[config.mk]
export PLATFORM = sky130hd
export DESIGN_NAME = beat_interval_meter
export DESIGN_NICKNAME = d
export VERILOG_FILES = /design/src/rtl/heart_pkg.sv /design/src/rtl/sync_rise_detect.sv /design/src/rtl/beat_interval_meter.sv
export SDC_FILE = /design/constraint.sdc
export NUM_CORES = 1
export LEC_CHECK = 0
export ABC_CLOCK_PERIOD_IN_PS = 3200
export BUFFER_PORTS_ARGS = -buffer_cell sky130_fd_sc_hd__buf_2
export CAP_MARGIN = 10
export CORE_UTILIZATION = 40
export DETAILED_ROUTE_END_ITERATION = 8
export PLACE_DENSITY = 0.65
export SYNTH_ARGS = -nofsm -noshare
export SYNTH_HDL_FRONTEND = slang
export SYNTH_SLANG_ARGS = --single-unit
[constraint.sdc]
create_clock -name clk_in -period 3.2 [get_ports clk_in]
set_input_delay 0.32 -clock clk_in [delete_from_list [all_inputs] [get_ports clk_in]]
set_output_delay 0.32 -clock clk_in [all_outputs]
set_load 0.05 [all_outputs]
[src/rtl/heart_pkg.sv]
// Shared types and default constants for the heartbeat interval meter.
package heart_pkg;

    typedef enum logic [1:0] {
        IDLE    = 2'd0,
        REFRACT = 2'd1,
        ARMED   = 2'd2
    } state_t;

    localparam int PERIOD_W_DEF         = 16;
    localparam int REFRACTORY_TICKS_DEF = 250;
    localparam int TIMEOUT_TICKS_DEF    = 3000;

endpackage

[src/rtl/sync_rise_detect.sv]
// Two-flop synchronizer followed by a registered rising-edge detector.
// The output pulse lasts exactly one clk cycle per rising edge of level.
module sync_rise_detect (
    input  logic clk,
    input  logic rst_n,
    input  logic level,
    output logic rise
);

    logic sync1_reg;
    logic sync2_reg;
    logic prev_reg;
    logic rise_reg;

    // The pulse is registered so both channels see identical, fixed latency.
    always_ff @(posedge clk or negedge rst_n) begin
        if (!rst_n) begin
            sync1_reg <= 1'b0;
            sync2_reg <= 1'b0;
            prev_reg  <= 1'b0;
            rise_reg  <= 1'b0;
        end else begin
            sync1_reg <= level;
            sync2_reg <= sync1_reg;
            prev_reg  <= sync2_reg;
            rise_reg  <= sync2_reg & ~prev_reg;
        end
    end

    assign rise = rise_reg;

endmodule

[src/rtl/beat_interval_meter.sv]
// Measures ticks between accepted heartbeats with refractory rejection and
// loss-of-signal timeout; intervals are published on a valid/ready port.
module beat_interval_meter
    import heart_pkg::*;
#(
    parameter int PERIOD_W         = PERIOD_W_DEF,
    parameter int REFRACTORY_TICKS = REFRACTORY_TICKS_DEF,
    parameter int TIMEOUT_TICKS    = TIMEOUT_TICKS_DEF
) (
    input  logic                clk_in,
    input  logic                reset,
    input  logic                tick_clk,
    input  logic                beat_in,
    output logic [PERIOD_W-1:0] interval_ticks,
    output logic                interval_valid,
    input  logic                interval_ready,
    output logic                beat_pulse,
    output logic                timeout_pulse,
    output logic                no_signal,
    output logic                overrun
);

    localparam logic [PERIOD_W-1:0] REFRACT_LIM = PERIOD_W'(REFRACTORY_TICKS);
    localparam logic [PERIOD_W-1:0] TIMEOUT_LIM = PERIOD_W'(TIMEOUT_TICKS);

    logic [1:0] raw;
    logic [1:0] rise;
    logic       tick;
    logic       beat_edge;

    assign raw = {beat_in, tick_clk};

    genvar gi;
    generate
        for (gi = 0; gi < 2; gi++) begin : g_sync
            sync_rise_detect u_sync (
                .clk   (clk_in),
                .rst_n (reset),
                .level (raw[gi]),
                .rise  (rise[gi])
            );
        end
    endgenerate

    assign tick      = rise[0];
    assign beat_edge = rise[1];

    state_t              state_reg;
    logic [PERIOD_W-1:0] count_reg;
    logic [PERIOD_W-1:0] count_inc;
    logic [PERIOD_W-1:0] interval_reg;
    logic                valid_reg;
    logic                beat_pulse_reg;
    logic                timeout_pulse_reg;
    logic                no_signal_reg;
    logic                overrun_reg;

    assign count_inc = count_reg + PERIOD_W'(1);

    always_ff @(posedge clk_in or negedge reset) begin
        if (!reset) begin
            state_reg         <= IDLE;
            count_reg         <= '0;
            interval_reg      <= '0;
            valid_reg         <= 1'b0;
            beat_pulse_reg    <= 1'b0;
            timeout_pulse_reg <= 1'b0;
            no_signal_reg     <= 1'b1;
            overrun_reg       <= 1'b0;
        end else begin
            beat_pulse_reg    <= 1'b0;
            timeout_pulse_reg <= 1'b0;
            // A publish later in this block overrides the consume.
            if (valid_reg && interval_ready)
                valid_reg <= 1'b0;

            case (state_reg)
                IDLE: begin
                    if (beat_edge) begin
                        count_reg      <= '0;
                        beat_pulse_reg <= 1'b1;
                        no_signal_reg  <= 1'b0;
                        state_reg      <= REFRACT;
                    end
                end
                REFRACT: begin
                    if (tick) begin
                        count_reg <= count_inc;
                        if (count_inc >= REFRACT_LIM)
                            state_reg <= ARMED;
                    end
                end
                ARMED: begin
                    // The beat takes priority over a coincident tick or timeout.
                    if (beat_edge) begin
                        interval_reg   <= count_reg;
                        valid_reg      <= 1'b1;
                        if (valid_reg && !interval_ready)
                            overrun_reg <= 1'b1;
                        count_reg      <= '0;
                        beat_pulse_reg <= 1'b1;
                        state_reg      <= REFRACT;
                    end else if (tick) begin
                        if (count_inc >= TIMEOUT_LIM) begin
                            count_reg         <= '0;
                            timeout_pulse_reg <= 1'b1;
                            no_signal_reg     <= 1'b1;
                            state_reg         <= IDLE;
                        end else begin
                            count_reg <= count_inc;
                        end
                    end
                end
                default: begin
                    count_reg     <= '0;
                    no_signal_reg <= 1'b1;
                    state_reg     <= IDLE;
                end
            endcase
        end
    end

    assign interval_ticks = interval_reg;
    assign interval_valid = valid_reg;
    assign beat_pulse     = beat_pulse_reg;
    assign timeout_pulse  = timeout_pulse_reg;
    assign no_signal      = no_signal_reg;
    assign overrun        = overrun_reg;

endmodule

# Word-level counts from Yosys, hierarchy flattened
# Index checks and enable logic that the tools add are counted.
dict set report totals {
  regBits 47
  word_cells 71
}
dict set report op_classes {
  addsub 1
  order_cmp 2
  eq_ne 10
  mux 27
  n_bitwise 5
  n_reduce_logical 10
}
# operator count
set ops {}
lappend ops {{two-way mux 16 bit} 5}
lappend ops {{one-hot mux 16 bit (3 select lines)} 1}
lappend ops {{adder 16 x 1 -> 16 bit, second input constant} 1}
lappend ops {{>= comparator 16 x 12 -> 1 bit, second input constant} 1}
lappend ops {{>= comparator 16 x 8 -> 1 bit, second input constant} 1}
lappend ops {{two-way mux 1 bit} 13}
lappend ops {{two-way mux 2 bit} 6}
lappend ops {{AND reduction 5 bit} 2}
lappend ops {{!= test 2 x 1 -> 1 bit, second input constant} 3}
lappend ops {{!= test 2 bit, second input constant} 3}
lappend ops {{one-hot mux 2 bit (3 select lines)} 1}
lappend ops {{AND reduction 3 bit} 2}
lappend ops {{!= test 3 x 1 -> 1 bit, second input constant} 1}
lappend ops {{!= test 3 x 2 -> 1 bit, second input constant} 1}
lappend ops {{NOT 1 bit} 3}
lappend ops {{one-hot mux 1 bit (3 select lines)} 1}
lappend ops {{AND 1 bit} 2}
lappend ops {{== test 2 x 1 -> 1 bit, second input constant} 1}
lappend ops {{== test 2 bit, second input constant} 1}
lappend ops {{logical AND 1 bit} 2}
lappend ops {{zero test 2 bit} 1}
lappend ops {{AND reduction 2 bit} 1}
lappend ops {{OR reduction 2 bit} 1}
lappend ops {{zero test 1 bit} 1}

# Depth between registers and ports, before layout
dict set report depth {
  ltp_word 6
  ltp_mapped 11
}

# Cells and area by module
# A second synthesis with hierarchy kept.
dict set report hier_totals {
  cells_unflattened 251
  hier_area_um2 2580.0
}
# mod n_inst cells_each area_per_inst_um2 seq_area_each_um2
set modules_own_cells {}
lappend modules_own_cells {beat_interval_meter 1 241 2352.3 977.2}
lappend modules_own_cells {sync_rise_detect 2 5 113.9 100.1}

# Least setup slack after synthesis
# OpenSTA, ideal clock, no wires.
dict set report synth_timing {
  kind {register to register}
  startpoint {reg count_reg[0]}
  endpoint {reg count_reg[14]}
  setup_ps 101
  arrival_time_ps 2457
  required_ps 3099
  path_slack_ps 643
  path_stages_with_launch 11
  n_path_buf 1
  path_cell_list {dfrtp_1 > ha_1 > buf_4 > nand4_1 > nor3_1 > xnor2_1 > nor2_1 > a211o_1 > o31a_4 > nand2b_4 > o311ai_2}
}
dict set report synth_between {
  elab_chain_cells 6
  word_cells_on_any_way 7
  classes_between {add/sub: 1; order compare: 1; mux: 5}
}
# item line
set synth_lines {}
lappend synth_lines {{start, declared} beat_interval_meter.sv:49} ;# logic [PERIOD_W-1:0] count_reg;
lappend synth_lines {{start signal, assigned} beat_interval_meter.sv:88} ;# count_reg <= count_inc;
lappend synth_lines {{start signal, assigned} beat_interval_meter.sv:110} ;# count_reg <= count_inc;
lappend synth_lines {{adder 16 x 1 -> 16 bit (*)} beat_interval_meter.sv:58} ;# assign count_inc = count_reg + PERIOD_W'(1);
lappend synth_lines {{>= comparator 16 x 12 -> 1 bit} beat_interval_meter.sv:104} ;# if (count_inc >= TIMEOUT_LIM) begin
lappend synth_lines {{two-way mux 16 bit} beat_interval_meter.sv:104}
lappend synth_lines {{two-way mux 16 bit} beat_interval_meter.sv:103} ;# end else if (tick) begin
lappend synth_lines {{two-way mux 16 bit} beat_interval_meter.sv:95} ;# if (beat_edge) begin
lappend synth_lines {{one-hot mux 16 bit (3 select lines) (*)} beat_interval_meter.sv:77} ;# case (state_reg)
# Every way passes the cells marked *; elsewhere a longest branch is shown, timed or not. The select of a mux whose other input is x is not followed.
# A chain may end at the register's enable or synchronous reset.

# Worst setup path in the final report
# Same ends and word-level chain as after synthesis.

==> metrics.txt <==
# TYPE chip_impl_metric gauge
chip_impl_info{name="run_status",value="finished, final reports clean"} 1
chip_impl_metric{name="placement.io_buffers",unit=""} 25
chip_impl_metric{name="fp.dieW",unit="um"} 80.16
chip_impl_info{name="worst_setup_path_end_kind",value="flip-flop"} 1
chip_impl_metric{name="setup_tns_final",unit="ns"} 0
chip_impl_metric{name="grt.overflow.total",unit=""} 0
chip_impl_metric{name="yosys_register_bits",unit=""} 47
chip_impl_info{name="critical_path.startpoint_type",value="flip-flop"} 1
chip_impl_metric{name="drt_iter0_drc",unit=""} 135
chip_impl_metric{name="grt_antenna_before_repair",unit=""} 0
chip_impl_metric{name="gr-usage-all-layers",unit="%"} 17.39
chip_impl_metric{name="worst-slew-pin-transition",unit="ns"} 1.005
chip_impl_metric{name="max_cap_violations",unit=""} 0
chip_impl_metric{name="use_met1",unit="%"} 23.87
chip_impl_info{name="cts_tree",value="done"} 1
chip_impl_metric{name="nNetsFinal",unit=""} 272
chip_impl_metric{name="count_of_unresolved_drc_violations_after_routing",unit=""} 0
chip_impl_info{name="crit_type",value="flip-flop to flip-flop"} 1
chip_impl_metric{name="vias_per_cell",unit=""} 5.546
chip_impl_metric{name="detail-route-antenna-nets",unit=""} 0
chip_impl_metric{name="fmaxAchievable",unit="MHz"} 353.8
chip_impl_metric{name="area_delta_synth_final",unit="%"} 12.95
chip_impl_info{name="timing.hold.worst.class",value="primary input to flip-flop"} 1
chip_impl_metric{name="final.min_clock_period",unit="ns"} 2.826
chip_impl_metric{name="initial_utilization",unit="%"} 41.27
chip_impl_info{name="global_route.peak_usage_layer",value="met2"} 1
chip_impl_metric{name="num_io_pins",unit=""} 26
chip_impl_metric{name="fin_worst_hold_slack",unit="ns"} 0.1147
chip_impl_metric{name="post_synth_inst_count",unit=""} 233
chip_impl_metric{name="postSynthNetCount",unit=""} 244
chip_impl_metric{name="floorplan.die_area",unit="um2"} 6426
chip_impl_metric{name="timing.final.crit_share",unit="%"} 88.32
chip_impl_metric{name="worstPathArrival",unit="ns"} 3.04
chip_impl_metric{name="synth_warnings",unit=""} 0
chip_impl_metric{name="htreeDepth",unit=""} 2
chip_impl_info{name="rsz0062_at_grt",value="no"} 1
chip_impl_metric{name="number_of_synthesized_flops_with_an_enable_pin",unit=""} 0
chip_impl_metric{name="placeableCoreArea",unit="um2"} 5921
chip_impl_metric{name="seqCellArea",unit="um2"} 1177
chip_impl_metric{name="drt-total-wl",unit="mm"} 4.998
chip_impl_metric{name="grt_first_pass_wirelength",unit="mm"} 8.493
chip_impl_metric{name="power_leakage",unit="nW"} 1.320
chip_impl_metric{name="clock_skew",unit="ns"} 0.006971
chip_impl_metric{name="register_area_share_after_synthesis",unit="%"} 48.18
chip_impl_metric{name="groute.layer.met2.usage",unit="%"} 27.35
chip_impl_metric{name="wire_per_inst",unit="um"} 14.83
chip_impl_metric{name="hold_violation_total_from_the_final_report",unit=""} 0
chip_impl_metric{name="synth_area",unit="um2"} 2444
chip_impl_metric{name="first_global_vias",unit=""} 1718
chip_impl_metric{name="hpwl",unit="mm"} 3.461
chip_impl_metric{name="gr-usage-met3",unit="%"} 5.114
chip_impl_info{name="synth_flop_cell",value="sky130_fd_sc_hd__dfrtp_1"} 1
chip_impl_metric{name="synth_cell_types",unit=""} 55
chip_impl_metric{name="relSlewSlack",unit="%"} 33.02
chip_impl_metric{name="timing.reg2reg.setup_slack",unit="ns"} 0.37
chip_impl_metric{name="drive_gt1_share",unit="%"} 25.95
chip_impl_metric{name="p_per_area",unit="nW/um2"} 617.7
chip_impl_metric{name="die_height",unit="um"} 80.16
chip_impl_metric{name="fp-row-count",unit=""} 28
chip_impl_metric{name="ctsHoldBuffers",unit=""} 0
chip_impl_metric{name="synth_async_sr_flop_share",unit="%"} 100.0
chip_impl_metric{name="fill_cells",unit=""} 576
chip_impl_metric{name="setup_viol",unit=""} 0
chip_impl_metric{name="cts.repair.resized",unit=""} 0
chip_impl_metric{name="critPathMaxFanout",unit=""} 15
chip_impl_metric{name="post-cts-setup-buffer-count",unit=""} 0
chip_impl_metric{name="post-route-util",unit="%"} 46.62
chip_impl_metric{name="clkSinkCount",unit=""} 47
chip_impl_metric{name="maximum_number_of_pins_on_one_net_before_global_route_repair",unit=""} 48
chip_impl_metric{name="power",unit="mW"} 1.705
chip_impl_metric{name="cts_inserted_buffers",unit=""} 5
chip_impl_metric{name="vias_after_detailed_routing",unit=""} 1869
chip_impl_metric{name="multi_input_area",unit="um2"} 1170
chip_impl_metric{name="clk_path_buf_depth",unit=""} 2
chip_impl_metric{name="avg_inst_size_synth",unit="um2"} 10.49
chip_impl_metric{name="source_to_sink_clock_delay_at_the_later_pin_of_the_worst_skew_pair",unit="ns"} 0.31
chip_impl_metric{name="timing.final.max_slew_violations",unit=""} 0
chip_impl_metric{name="first_pass_iters",unit=""} 4
chip_impl_metric{name="max_rail_drop_vdd",unit="mV"} 0.4409
chip_impl_metric{name="antennaDiodeCount",unit=""} 0
chip_impl_metric{name="clk_transition_reported_paths",unit="ns"} 0.10
chip_impl_metric{name="worstPathRequired",unit="ns"} 3.42
chip_impl_info{name="clk_root_buffer_cell",value="sky130_fd_sc_hd__clkbuf_8"} 1
chip_impl_metric{name="place_congestion",unit=""} 0.8558
## worst max-delay path, cell delays in order (launching register included)
cell and delay, ns:
sky130_fd_sc_hd__dfrtp_1 0.54, sky130_fd_sc_hd__ha_1 0.23, sky130_fd_sc_hd__nand4_1 0.13, sky130_fd_sc_hd__buf_4 0.20, sky130_fd_sc_hd__nor4_2 0.29, sky130_fd_sc_hd__a31oi_1 0.20
sky130_fd_sc_hd__a211o_1 0.31, sky130_fd_sc_hd__o31a_4 0.38, sky130_fd_sc_hd__nand2b_4 0.19, sky130_fd_sc_hd__o311ai_2 0.25
## kinds of logic (layout without fill, tap and decap cells)
group           count (synthesis)  count (layout)  share of synthesized area, %
flops                          47              47                         48.18
mux                            18              18                         8.192
fa+ha+maj                       6               6                         3.072
xor+xnor                        4               4                         1.434
compound gates                 55              55                         16.18
buf+inv                        21              50                         3.943
simple gates                   82              82                         19.00
## synthesized netlist by cell type (all sizes together), types with 2 or more instances
cell type	count	area [um2]
xnor2	3	26.28
o22ai	2	12.51
nand4	2	12.51
or3	2	12.51
nand3	7	45.04
a21oi	5	25.02
and3	4	25.02
o41ai	2	17.52
ha	6	75.07
nor4	4	31.28
nand2	20	75.07
mux2	16	180.2
nand3b	2	15.01
nor3	10	55.05
nand2b	4	32.53
a22o	10	87.58
inv	8	30.03
buf	8	47.54
nor2b	7	43.79
a31oi	4	25.02
o21ai	16	80.07
dfrtp	46	1151
o21bai	2	15.01
and2	2	12.51
a2bb2oi	2	17.52
o311ai	3	33.79
a21o	2	15.01
clkbuf	5	18.77
nor2	12	52.55
mux2i	2	20.02
## per-stage QoR
stage,cell area [um2],setup slack (ns),cells
floorplan,2444,0.6427,233
global placement,2664,0.4804,329
detailed placement,2664,0.4339,329
CTS,2760,0.3875,337
global route,2760,0.2231,337
finish,2760,0.3739,337
## layer usage
| layer | share of wire [%] | routed length [um] |
|---|---|---|
| met4 | 0.26 | 13 |
| met5 | 0 | 0 |
| met1 | 48 | 2418 |
| met2 | 47 | 2350 |
| met3 | 4.3 | 215 |
## worst paths after layout
kind | startpoint | endpoint | depth (start not counted)
setup / recovery | count_reg[0] | count_reg[14] | 9
hold / removal | beat_in | g_sync[1].u_sync.sync1_reg | 1
setup reg to reg | count_reg[0] | count_reg[14] | 9
hold reg to reg | g_sync[0].u_sync.sync1_reg | g_sync[0].u_sync.sync2_reg | 0
max in group asynchronous | reset | count_reg[7] | 1
min in group asynchronous | reset | interval_ticks[2] | 1
## layout by cell type, fill, tap and decap left out, types with 2 or more instances in the layout
master	n
sky130_fd_sc_hd__a31oi_1	4
sky130_fd_sc_hd__o22ai_1	2
sky130_fd_sc_hd__nor3_1	9
sky130_fd_sc_hd__nand2b_1	3
sky130_fd_sc_hd__nand2_1	20
sky130_fd_sc_hd__nor4_1	3
sky130_fd_sc_hd__ha_1	6
sky130_fd_sc_hd__o21ai_1	9
sky130_fd_sc_hd__nand3_1	5
sky130_fd_sc_hd__dfrtp_1	46
sky130_fd_sc_hd__a21o_1	2
sky130_fd_sc_hd__and2_1	2
sky130_fd_sc_hd__o21bai_1	2
sky130_fd_sc_hd__o21ai_0	7
sky130_fd_sc_hd__o311ai_0	2
sky130_fd_sc_hd__a21oi_1	5
sky130_fd_sc_hd__inv_1	8
sky130_fd_sc_hd__nand4_1	2
sky130_fd_sc_hd__nor2b_1	7
sky130_fd_sc_hd__xnor2_1	3
sky130_fd_sc_hd__mux2i_1	2
sky130_fd_sc_hd__nor2_1	11
sky130_fd_sc_hd__or3_1	2
sky130_fd_sc_hd__mux2_2	16
sky130_fd_sc_hd__o41ai_1	2
sky130_fd_sc_hd__buf_2	25
sky130_fd_sc_hd__clkbuf_8	5
sky130_fd_sc_hd__buf_4	9
sky130_fd_sc_hd__nand3b_1	2
sky130_fd_sc_hd__and3_1	4
sky130_fd_sc_hd__a22o_1	10
sky130_fd_sc_hd__nand3_2	2
sky130_fd_sc_hd__a2bb2oi_1	2
## area by class of cell
type                    count  share of cell area [%]
clock buffers               5                   2.493
multi-input cells         165                   42.38
flip-flops and latches     47                   42.66
inverters                   8                   1.088
well taps                  75                   3.400
clock inverters             3                  0.9973
repair buffers             34                   6.981
## power breakdown
| part | switching (mW) | internal (mW) |
|---|---|---|
| clock | 0.216 | 0.162 |
| sequential | 0.0455 | 0.647 |
| combinational | 0.413 | 0.222 |
| total | 0.674 | 1.03 |
(Power assumes the default switching activity.)
